[src/rtl/axil_pkg.sv]
// Shared AXI4-Lite definitions for the register bank and the width-adapter stages.
package axil_pkg;

  localparam logic [1:0] RESP_OKAY   = 2'b00;
  localparam logic [1:0] RESP_SLVERR = 2'b10;

  typedef logic [1:0] axil_resp_t;

  // Ceiling log2, used for byte-lane offset and register index widths.
  function automatic int unsigned clog2(input int unsigned value);
    int unsigned r;
    r = 0;
    for (int unsigned p = 1; p < value; p = p << 1) begin
      r = r + 1;
    end
    return r;
  endfunction

endpackage

[src/rtl/axil_wr_join.sv]
// AXI4-Lite write-address / write-data holding registers; emits one commit when both are held.
module axil_wr_join
  import axil_pkg::*;
#(
  parameter int unsigned ADDR_WIDTH = 32,
  parameter int unsigned DATA_WIDTH = 32
) (
  input  logic                  clk,
  input  logic                  rstn,
  input  logic [ADDR_WIDTH-1:0] awaddr,
  input  logic                  awvalid,
  output logic                  awready_c,
  input  logic [DATA_WIDTH-1:0] wdata,
  input  logic                  wvalid,
  output logic                  wready_c,
  input  logic                  bvalid,
  output logic                  commit_c,
  output logic [ADDR_WIDTH-1:0] commit_addr,
  output logic [DATA_WIDTH-1:0] commit_data
);

  logic aw_held;
  logic w_held;

  // Readies depend only on local state and reset, never on the incoming valids.
  assign awready_c = rstn && !aw_held && !bvalid;
  assign wready_c  = rstn && !w_held && !bvalid;
  assign commit_c  = aw_held && w_held;

  always_ff @(posedge clk or negedge rstn) begin
    if (!rstn) begin
      aw_held     <= 1'b0;
      commit_addr <= '0;
    end else if (awvalid && awready_c) begin
      aw_held     <= 1'b1;
      commit_addr <= awaddr;
    end else if (commit_c) begin
      aw_held     <= 1'b0;
    end
  end

  always_ff @(posedge clk or negedge rstn) begin
    if (!rstn) begin
      w_held      <= 1'b0;
      commit_data <= '0;
    end else if (wvalid && wready_c) begin
      w_held      <= 1'b1;
      commit_data <= wdata;
    end else if (commit_c) begin
      w_held      <= 1'b0;
    end
  end

endmodule

[src/rtl/axil_regfile.sv]
// AXI4-Lite slave register bank: NUM_REGS full-word registers, flat readback vector and write strobes.
module axil_regfile
  import axil_pkg::*;
#(
  parameter int unsigned ADDR_WIDTH = 32,
  parameter int unsigned DATA_WIDTH = 32,
  parameter int unsigned NUM_REGS   = 16
) (
  input  logic                           clk,
  input  logic                           rstn,
  input  logic [ADDR_WIDTH-1:0]          s_axil_awaddr,
  input  logic                           s_axil_awvalid,
  output logic                           s_axil_awready,
  input  logic [DATA_WIDTH-1:0]          s_axil_wdata,
  input  logic                           s_axil_wvalid,
  output logic                           s_axil_wready,
  output logic [1:0]                     s_axil_bresp,
  output logic                           s_axil_bvalid,
  input  logic                           s_axil_bready,
  input  logic [ADDR_WIDTH-1:0]          s_axil_araddr,
  input  logic                           s_axil_arvalid,
  output logic                           s_axil_arready,
  output logic [DATA_WIDTH-1:0]          s_axil_rdata,
  output logic [1:0]                     s_axil_rresp,
  output logic                           s_axil_rvalid,
  input  logic                           s_axil_rready,
  output logic [NUM_REGS*DATA_WIDTH-1:0] reg_q,
  output logic [NUM_REGS-1:0]            reg_wr_stb
);

  localparam int unsigned ADDR_LSB = clog2(DATA_WIDTH / 8);
  localparam int unsigned IDX_W    = clog2(NUM_REGS);

  logic [DATA_WIDTH-1:0] regs [NUM_REGS];

  logic                  commit_c;
  logic [ADDR_WIDTH-1:0] commit_addr;
  logic [DATA_WIDTH-1:0] commit_data;
  logic                  awready_c;
  logic                  wready_c;
  logic                  bvalid;
  axil_resp_t            bresp;
  logic                  rvalid;
  axil_resp_t            rresp;
  logic [DATA_WIDTH-1:0] rdata;
  logic [NUM_REGS-1:0]   wr_stb;

  logic                  wr_ok_c;
  logic [IDX_W-1:0]      wr_idx_c;
  logic                  ar_hs_c;
  logic                  rd_ok_c;
  logic [IDX_W-1:0]      rd_idx_c;

  function automatic logic in_range(input logic [ADDR_WIDTH-1:0] addr);
    return (addr >> ADDR_LSB) < ADDR_WIDTH'(NUM_REGS);
  endfunction

  function automatic logic [IDX_W-1:0] word_idx(input logic [ADDR_WIDTH-1:0] addr);
    return IDX_W'(addr >> ADDR_LSB);
  endfunction

  axil_wr_join #(
    .ADDR_WIDTH (ADDR_WIDTH),
    .DATA_WIDTH (DATA_WIDTH)
  ) u_wr_join (
    .clk         (clk),
    .rstn        (rstn),
    .awaddr      (s_axil_awaddr),
    .awvalid     (s_axil_awvalid),
    .awready_c   (awready_c),
    .wdata       (s_axil_wdata),
    .wvalid      (s_axil_wvalid),
    .wready_c    (wready_c),
    .bvalid      (bvalid),
    .commit_c    (commit_c),
    .commit_addr (commit_addr),
    .commit_data (commit_data)
  );

  assign wr_ok_c  = in_range(commit_addr);
  assign wr_idx_c = word_idx(commit_addr);
  assign ar_hs_c  = s_axil_arvalid && s_axil_arready;
  assign rd_ok_c  = in_range(s_axil_araddr);
  assign rd_idx_c = word_idx(s_axil_araddr);

  // Register array and write strobes; out-of-range commits leave the array untouched.
  always_ff @(posedge clk or negedge rstn) begin
    if (!rstn) begin
      for (int unsigned i = 0; i < NUM_REGS; i++) begin
        regs[i] <= '0;
      end
      wr_stb <= '0;
    end else begin
      wr_stb <= '0;
      if (commit_c && wr_ok_c) begin
        regs[wr_idx_c]   <= commit_data;
        wr_stb[wr_idx_c] <= 1'b1;
      end
    end
  end

  // Write response: held until the master takes it, which also blocks new AW/W.
  always_ff @(posedge clk or negedge rstn) begin
    if (!rstn) begin
      bvalid <= 1'b0;
      bresp  <= RESP_OKAY;
    end else if (bvalid && s_axil_bready) begin
      bvalid <= 1'b0;
      bresp  <= RESP_OKAY;
    end else if (commit_c) begin
      bvalid <= 1'b1;
      bresp  <= wr_ok_c ? RESP_OKAY : RESP_SLVERR;
    end
  end

  // Read channel samples the array before any same-edge write lands.
  always_ff @(posedge clk or negedge rstn) begin
    if (!rstn) begin
      rvalid <= 1'b0;
      rresp  <= RESP_OKAY;
      rdata  <= '0;
    end else if (ar_hs_c) begin
      rvalid <= 1'b1;
      rresp  <= rd_ok_c ? RESP_OKAY : RESP_SLVERR;
      rdata  <= rd_ok_c ? regs[rd_idx_c] : '0;
    end else if (rvalid && s_axil_rready) begin
      rvalid <= 1'b0;
    end
  end

  always_comb begin
    reg_q = '0;
    for (int unsigned i = 0; i < NUM_REGS; i++) begin
      reg_q[i*DATA_WIDTH +: DATA_WIDTH] = regs[i];
    end
  end

  assign s_axil_awready = awready_c;
  assign s_axil_wready  = wready_c;
  assign s_axil_arready = rstn && !rvalid;
  assign s_axil_bvalid  = bvalid;
  assign s_axil_bresp   = bresp;
  assign s_axil_rvalid  = rvalid;
  assign s_axil_rresp   = rresp;
  assign s_axil_rdata   = rdata;
  assign reg_wr_stb     = wr_stb;

endmodule

[config.mk]
export PLATFORM = sky130hd
export DESIGN_NAME = axil_regfile
export DESIGN_NICKNAME = d
export VERILOG_FILES = /design/src/rtl/axil_pkg.sv /design/src/rtl/axil_wr_join.sv /design/src/rtl/axil_regfile.sv
export SDC_FILE = /design/constraint.sdc
export NUM_CORES = 1
export LEC_CHECK = 0
export ABC_CLOCK_PERIOD_IN_PS = 5480
export CAP_MARGIN = 15
export CORE_AREA = 5 5 261 263
export CTS_CLUSTER_SIZE = 24
export DETAILED_ROUTE_END_ITERATION = 8
export DIE_AREA = 0 0 266 268
export DONT_BUFFER_PORTS = 1
export GPL_ROUTABILITY_DRIVEN = 0
export GPL_TIMING_DRIVEN = 0
export PLACE_DENSITY = 0.63
export SLEW_MARGIN = 20
export SYNTH_ARGS = -nofsm -noshare
export SYNTH_HDL_FRONTEND = slang
export SYNTH_SLANG_ARGS = --single-unit
[constraint.sdc]
create_clock -name clk -period 5.48 [get_ports clk]
set_input_delay 0.274 -clock clk [delete_from_list [all_inputs] [get_ports clk]]
set_output_delay 0.274 -clock clk [all_outputs]
set_load 0.03 [all_outputs]
After elaboration in Yosys (flattened, before gate mapping):

Cells that the tools add are included.
Widths: inputs -> output; s select.

* eq/ne operators: 0
* divide/modulo/power cells: 0
* reduce and logical (&&, ||, !) cells: 22
* order comparisons: 7
* shifts and indexed selects: 0
* muxes and demuxes: 21
* bitwise logic cells: 2
* multiply operators: 0
* $add $sub $neg: 0

Operators with widths (count)
* $bwmux 512: 1
* $bmux 32 s4: 1
* $demux 32 s4: 1
* $mux 32: 4
* $lt 30x5->1 const B: 2
* $mux 16: 1
* $logic_and 1x1->1: 14
* $ge 5x5->1 const B: 2
* $not 4->5: 2
* $mux 1: 8
* $mux 2: 4
* $reduce_bool 2->1: 4
* $lt 4x5->1 const B: 1
* $lt 5x1->1 const B: 1
* $demux 1 s4: 1
* $ge 4x1->1 const B: 1
* $logic_not 1->1: 4

* flip-flop bits (word level): 632
* bits in latches: 0
* ROM bits: 0
* output and inout port bits: 569
* RAM bits: 0
* word-level logic and storage cells: 78
* memories: 0
* input bits: 103

Logic depth before layout (Yosys ltp):

Gate-level depths: netlist (run 1).

* depth in word-level cells: 6
* mapped depth: 7
* depth with buffers taken out: 4

By module:

From an unflattened synthesis (run 1), not the netlist that was laid out.

* cells, all modules: 1693
* area total of the unflattened synthesis: 27702.8 um2

Modules (own cells, without submodules)
* axil_regfile: area each 24917.6 um2, times used 1, cells each 1546
* axil_wr_join: area each 2785.2 um2, times used 1, cells each 147

Worst setup path before layout (run 1):

OpenSTA, ideal clock, no wires.

* path type: register -> register
* from: reg rvalid (netlist: s_axil_rvalid)
* to: reg rdata[10] (netlist: s_axil_rdata[10])
* cell stages (with the launch flop): 6
* slack: 3.038 ns
* arrival time: 2.375 ns
* cell sequence: dfrtp_1 nor2b_1 nand2_1 nor4_1 clkbuf_1 a22o_1

* cells in the longest elaborated chain, start to end: 3

RTL lines
* from (decl): line axil_regfile.sv:43 `logic rvalid;`
* from (signal assigned): line axil_regfile.sv:119 `rvalid <= 1'b0;`
* from (signal assigned): line axil_regfile.sv:123 `rvalid <= 1'b1;`
* from (signal assigned): line axil_regfile.sv:127 `rvalid <= 1'b0;`
* $logic_not 1->1: line axil_regfile.sv:140 `assign s_axil_arready = rstn && !rvalid;`
* $logic_and 1x1->1: line axil_regfile.sv:140
* via s_axil_arready: line axil_regfile.sv:22 `output logic s_axil_arready,`
* $logic_and 1x1->1: line axil_regfile.sv:82 `assign ar_hs_c = s_axil_arvalid && s_axil_arready;`
* to (signal assigned): line axil_regfile.sv:125 `rdata <= rd_ok_c ? regs[rd_idx_c] : '0;`
* to (decl): line axil_regfile.sv:45 `logic [DATA_WIDTH-1:0] rdata;`

The timed path passes the listed nets, and every way through them passes these cells.
A chain may end at the register's enable or synchronous reset.

Final worst setup path (run 1):

* from: in rstn
* to: reg rdata[19] (netlist: s_axil_rdata[19])

* cells in the longest elaborated chain, start to end: 2

RTL lines
* from (decl): line axil_regfile.sv:10 `input logic rstn,`
* $logic_and 1x1->1: line axil_regfile.sv:140
* via s_axil_arready: line axil_regfile.sv:22
* $logic_and 1x1->1: line axil_regfile.sv:82

The timed path passes the listed nets, and every way through them passes these cells.

==> impl_metrics.json, run 1 <==
{
  "status": "complete, no violations",
  "crit_arrival_ps": 5620,
  "fin_crit_ps": 5100,
  "slowest_stage": "nor2b_1",
  "crit_fanout": 198,
  "areaGrowthSynthToFinish_pct": 15.4,
  "post-place-ws_ps": 1510,
  "core_area_um2": 65400,
  "synth_cells": 1688,
  "min_period_over_period": 0.930,
  "slew_violations": 0,
  "crit_path_end": "s_axil_rdata[19]$_DFFE_PN0P_",
  "portBuffers": 0,
  "crit_required_ps": 6000,
  "r2r_cells": 6,
  "dp_cells": 2554,
  "relSlewSlack": 0.222,
  "p_per_area_nw_per_um2": 362,
  "finalSetupViolCount": 0,
  "fin_ws_ps": 385,
  "start_kind": "input port",
  "yosys_warnings": 0,
  "max_freq_ghz": 0.196,
  "path_cells": "dlygate4sd3_1, buf_16, buf_16, nor2b_1, nand2_1, nor4_2, buf_4, clkbuf_1, a22o_1",
  "drive_gt1_frac": 0.444,
  "leakage_nw": 15.0,
  "hold_class": "in -> reg",
  "cts_root_buf": "clkbuf_16",
  "stdcell_area_um2": 31500,
  "overflow": 0,
  "fin_tns_setup_ps": 0,
  "synth_commonest_cells": "dfrtp_1 (628), mux2_2 (504), mux4_2 (128), mux2_1 (70), a22oi_1 (62)",
  "synth_most_common_cell": "dfrtp_1",
  "wl_per_cell_um": 37.7,
  "max-clock-path-buffers": 3,
  "cts_sinks": 628,
  "crit_top_cell": "buf_16",
  "worst_path_largest_cell_delay_ps": 760,
  "drv_cap": 0,
  "cts_buffers": 70,
  "ys_seq_area_frac": 0.576,
  "instances_no_fill": 2744,
  "fin_skew_ps": 25.0,
  "synth_area_leaders": "dfrtp_1 (58%), mux2_2 (21%), mux4_2 (11%)",
  "rows": 94,
  "ys.flop_type": "dfrtp_1",
  "syn_area_per_cell_um2": 16.2,
  "antenna_found_initial": 3,
  "grt_pass1_vias": 17895,
  "fp.dieW_um": 266,
  "grt_max_degree": 631,
  "start_util": 0.417,
  "dp_hpwl_um": 74200,
  "vias": 16868,
  "grt_pass1_wl_um": 143000,
  "viasPerCell": 6.15,
  "htree_levels": 3,
  "drt_iter0_markers": 1213,
  "post_dp_cell_area_um2": 28400,
  "clkLatencyLatePin_ps": 610,
  "ant_nets": 0,
  "worstSetupPathType": "in -> reg",
  "yosysTopAreaCell": "dfrtp_1",
  "grtUsageTotal": 0.281,
  "timing.rr.end": "s_axil_rdata[19]$_DFFE_PN0P_",
  "worst_pin_slew_ps": 1160,
  "peakVddDrop_uv": 339,
  "die_h_um": 268,
  "hold_viol": 0,
  "synth.distinct_cells": 33,
  "cts_tree": "done",
  "drc": 0,
  "crit_start": "rstn",
  "synth_edf_count": 0,
  "synthArstFlopShare": 1.00,
  "clkTransAtPathRegs_ps": 60,
  "ys_seq_elements": 628,
  "pin_count": 672,
  "first_pass_iters": 5,
  "dieArea_um2": 71300,
  "nNetsFinal": 1934,
  "syn-cell-area_um2": 27300,
  "worstHoldStart": "s_axil_araddr[5]",
  "cp-end-kind": "flop",
  "grt_setup_unrepaired": "no",
  "reg2reg_slack_ps": 1620,
  "wirelength_um": 103000,
  "r2r_start": "s_axil_rvalid$_DFFE_PN0P_",
  "synth_top_area_frac": 0.576
}
==> cells in the final DEF (no fill, tap or decap), types with 3 or more instances in the layout <==
master,Yosys,layout
clkbuf_2,0,3
and2_1,3,3
buf_16,0,4
mux4_2,128,128
clkinv_2,0,6
a21oi_1,3,3
nand2b_1,5,5
nor3_1,14,14
inv_1,3,3
mux2i_1,4,4
buf_2,48,54
nor2b_1,3,3
or2_2,3,3
dlygate4sd3_1,0,65
clkbuf_1,44,55
mux2_1,70,70
a22o_1,32,32
nor4_2,11,10
buf_1,46,40
nor4_4,8,10
clkbuf_16,0,72
nand2_1,36,36
mux2_2,504,504
inv_6,0,3
nor4_1,9,8
nor2_1,4,4
clkbuf_8,0,16
a22oi_1,62,62
dfrtp_1,628,628
buf_4,10,11
bufinv_16,0,5
==> what timing repair did <==
item                      4_1_cts  5_1_grt
hold buffers                   64        2
resized for setup               0        0
hold endpoints to repair      693      384
setup buffers                   0        0
==> flip-flops by register name (all words and copies together), names as in the netlist, 16 cells and up <==
name and flops:
reg_q 512, u_wr_join.commit_data 32, u_wr_join.commit_addr 30, reg_wr_stb 16, s_axil_rdata 32
==> kinds of logic after synthesis <==
| family | synth area share |
|---|---|
| AO/OA/AOI/OAI | 0.0286 |
| buffers and inverters | 0.0244 |
| AND/OR/NAND/NOR | 0.0265 |
| multiplexers | 0.344 |
| flip-flops | 0.576 |
| other | 0.000138 |
==> metrics by stage <==
stage,utilization,power [mW],hold WS [ps]
2_1_floorplan,-,5.99,-21.6
3_3_place_gp,0.434,6.47,10.4
3_5_place_dp,0.434,6.53,25.3
4_1_cts,0.480,11.4,-615
5_1_grt,0.481,11.8,66.6
6_report,0.481,11.4,60.4
==> critical path: cells and delay by family <==
family	cells	cell delay, ps
buffers and inverters	5	2700
AND/OR/NAND/NOR	3	2130
AO/OA/AOI/OAI	1	240
==> final cells by class <==
cell class	instances	area [µm²]
Tap cell	864	1080
Sequential cell	628	15700
Timing Repair Buffer	70	768
Inverter	3	11.3
Clock buffer	102	2070
Clock inverter	18	246
Antenna cell	1	2.50
Fill cell	5645	33900
Multi-Input combinational cell	910	10900
Buffer	148	664
==> worst min path at each step <==
stage / endpoint / slack (ps) / depth (start not counted)
final: s_axil_rdata[30]$_DFFE_PN0P_ / 60 / 3
after detailed placement: u_wr_join.commit_addr[12]$_DFFE_PN0P_ / 30 / 0
after floorplan: reg_q[0]$_DFFE_PN0P_ / -20 / 0
after global placement: u_wr_join.commit_addr[12]$_DFFE_PN0P_ / 10 / 0
after global routing: s_axil_rdata[30]$_DFFE_PN0P_ / 70 / 3
after CTS: u_wr_join.commit_addr[12]$_DFFE_PN0P_ / -620 / 0
==> report_power, final <==
| part | switching [mW] | total, mW | internal [mW] |
|---|---|---|---|
| Sequential | 0.415 | 5.30 | 4.89 |
| Combinational | 0.875 | 1.30 | 0.426 |
| Clock | 1.93 | 4.79 | 2.86 |
| Total | 3.22 | 11.4 | 8.17 |
==> per-layer routing <==
| metal | GRT usage | up-vias | part of all wire |
|---|---|---|---|
| met1 | 0.319 | 9175 | 0.35 |
| met4 | 0.0992 | 0 | 0.038 |
| met2 | 0.479 | 873 | 0.50 |
| met3 | 0.121 | 193 | 0.11 |
| li1 | - | 6627 | - |
| met5 | 0 | - | 0 |
(Power assumes the default switching activity.)
==> inputs of run 2 (changes only) <==
--- a/config.mk
+++ b/config.mk
@@ -13,7 +13,6 @@
 export DIE_AREA = 0 0 266 268
 export DONT_BUFFER_PORTS = 1
 export GPL_ROUTABILITY_DRIVEN = 0
-export GPL_TIMING_DRIVEN = 0
 export PLACE_DENSITY = 0.63
 export SLEW_MARGIN = 20
 export SYNTH_ARGS = -nofsm -noshare
==> run 2 against run 1 <==
Net effect: clock skew down 2.4 ps; wire length down 8.3%; first-iteration DRC count down 7.3%; die area unchanged; largest cell class unchanged; non-clock buffer count down 111; total power down 1.4%; worst hold slack better by 48 ps; global-route usage down 2.5 points; sequential power up 5.8%; count of clock-buffer cells in the layout up 2.
==> impl_metrics.json, run 2 (synthesized netlist as in run 1, its figures left out) <==
{
  "finalSetupViolCount": 0,
  "p_per_area_nw_per_um2": 359,
  "slew_violations": 0,
  "overflow": 0,
  "wl_per_cell_um": 35.9,
  "crit_required_ps": 6010,
  "hold_viol": 0,
  "viasPerCell": 6.16,
  "htree_levels": 3,
  "grt_setup_unrepaired": "no",
  "fin_ws_ps": 679,
  "grt_max_degree": 631,
  "fin_tns_setup_ps": 0,
  "ant_nets": 0,
  "clkLatencyLatePin_ps": 610,
  "relSlewSlack": 0.306,
  "dp_cells": 2440,
  "cts_root_buf": "clkbuf_16",
  "crit_arrival_ps": 5330,
  "crit_start": "rstn",
  "crit_path_end": "s_axil_rdata[6]$_DFFE_PN0P_",
  "nNetsFinal": 1823,
  "timing.rr.end": "reg_q[365]$_DFFE_PN0P_",
  "first_pass_iters": 5,
  "pin_count": 672,
  "rows": 94,
  "drc": 0,
  "fin_skew_ps": 22.6,
  "final_common_cell": "dfrtp_1",
  "ctsResizeCount": 0,
  "r2r_cells": 5,
  "instances_no_fill": 2640,
  "busiest_layer": "met2",
  "worst_pin_slew_ps": 1030,
  "max-clock-path-buffers": 3,
  "n_fill_cell": 5554,
  "worstSetupPathType": "in -> reg",
  "grt_util_met1": 0.285,
  "fp.dieW_um": 266,
  "antenna_found_initial": 1,
  "die_h_um": 268,
  "fin_crit_ps": 4800,
  "largest_register_ffs": 512,
  "finalHoldWorstSlack_ps": 109,
  "crit_fanout": 162,
  "use_met3": 0.124,
  "cp-end-kind": "flop",
  "grtUsageTotal": 0.256,
  "dieArea_um2": 71300,
  "start_kind": "input port",
  "power_mw": 11.2,
  "start_util": 0.417,
  "grt_pass1_vias": 17208,
  "reg2reg_slack_ps": 1990,
  "utilization": 0.478,
  "stdcell_area_um2": 31300,
  "grt_pass1_wl_um": 133000,
  "grtUsageMet2": 0.434,
  "min_period_over_period": 0.876,
  "leakage_nw": 14.9,
  "drv_cap": 0,
  "portBuffers": 0,
  "post_dp_cell_area_um2": 28100,
  "core_area_um2": 65400,
  "drt_iter0_markers": 1124,
  "dp_hpwl_um": 63500,
  "cts_buffers": 70,
  "cts_tree": "done",
  "areaGrowthSynthToFinish_pct": 14.7,
  "cts_sinks": 628,
  "layout_common_cells": "dfrtp_1 (628), mux2_2 (504), mux4_2 (128)",
  "drive_gt1_frac": 0.460,
  "peakVddDrop_uv": 300,
  "clkTransAtPathRegs_ps": 60,
  "vias": 16261,
  "post-place-ws_ps": 1890,
  "hold_class": "in -> async",
  "wirelength_um": 94900,
  "status": "complete, no violations",
  "max_freq_ghz": 0.208,
  "r2r_start": "u_wr_join.commit_addr[16]$_DFFE_PN0P_"
}
==> run 2: critical path, cell delays in order <==
cell and delay, ps:
dlygate4sd3_1 890, buf_16 530, buf_16 580, buf_16 620, nor2b_1 840, nand2_2 130
nor4_2 300, buf_4 590, a22o_1 230
==> run 2: worst min-delay path by stage <==
stage               depth (start not counted)  startpoint                              endpoint  slack [ps]
floorplan                                   0        rstn                  reg_q[0]$_DFFE_PN0P_         -20
global placement                            0        rstn  u_wr_join.commit_data[2]$_DFFE_PN0P_           8
finish                                      1        rstn                reg_q[452]$_DFFE_PN0P_         110
global route                                1        rstn                reg_q[452]$_DFFE_PN0P_         110
CTS                                         0        rstn  u_wr_join.commit_addr[4]$_DFFE_PN0P_        -640
detailed placement                          0        rstn                reg_q[258]$_DFFE_PN0P_           5
==> run 2: where the power goes <==
part	internal (mW)	switching (mW)	leakage, nW
logic	0.365	0.438	5.10
registers	4.88	0.732	8.63
clock network	2.86	1.96	1.17
total	8.10	3.13	14.9
==> run 2: timing repair <==
| action | CTS | global route |
|---|---|---|
| setup endpoints to repair | 0 | 0 |
| hold endpoints to repair | 694 | 163 |
| buffers inserted | 0 | 0 |
| hold buffers | 66 | 1 |
==> run 2: routing by layer <==
metal / up-vias / wire length (µm)
li1: 6404 / -
met3: 184 / 11500
met2: 856 / 47400
met1: 8817 / 32300
met5: - / 0
met4: 0 / 3610
==> run 2: area by class of cell <==
| cell class | instances | area, µm² | area share |
|---|---|---|---|
| Tap cell | 864 | 1080 | 0.0346 |
| Multi-Input combinational cell | 910 | 11000 | 0.352 |
| Inverter | 3 | 11.3 | 0.000360 |
| Sequential cell | 628 | 15700 | 0.502 |
| Clock inverter | 22 | 280 | 0.00896 |
| Clock buffer | 104 | 2090 | 0.0668 |
| Antenna cell | 2 | 5.00 | 0.000160 |
| Timing Repair Buffer | 107 | 1090 | 0.0349 |
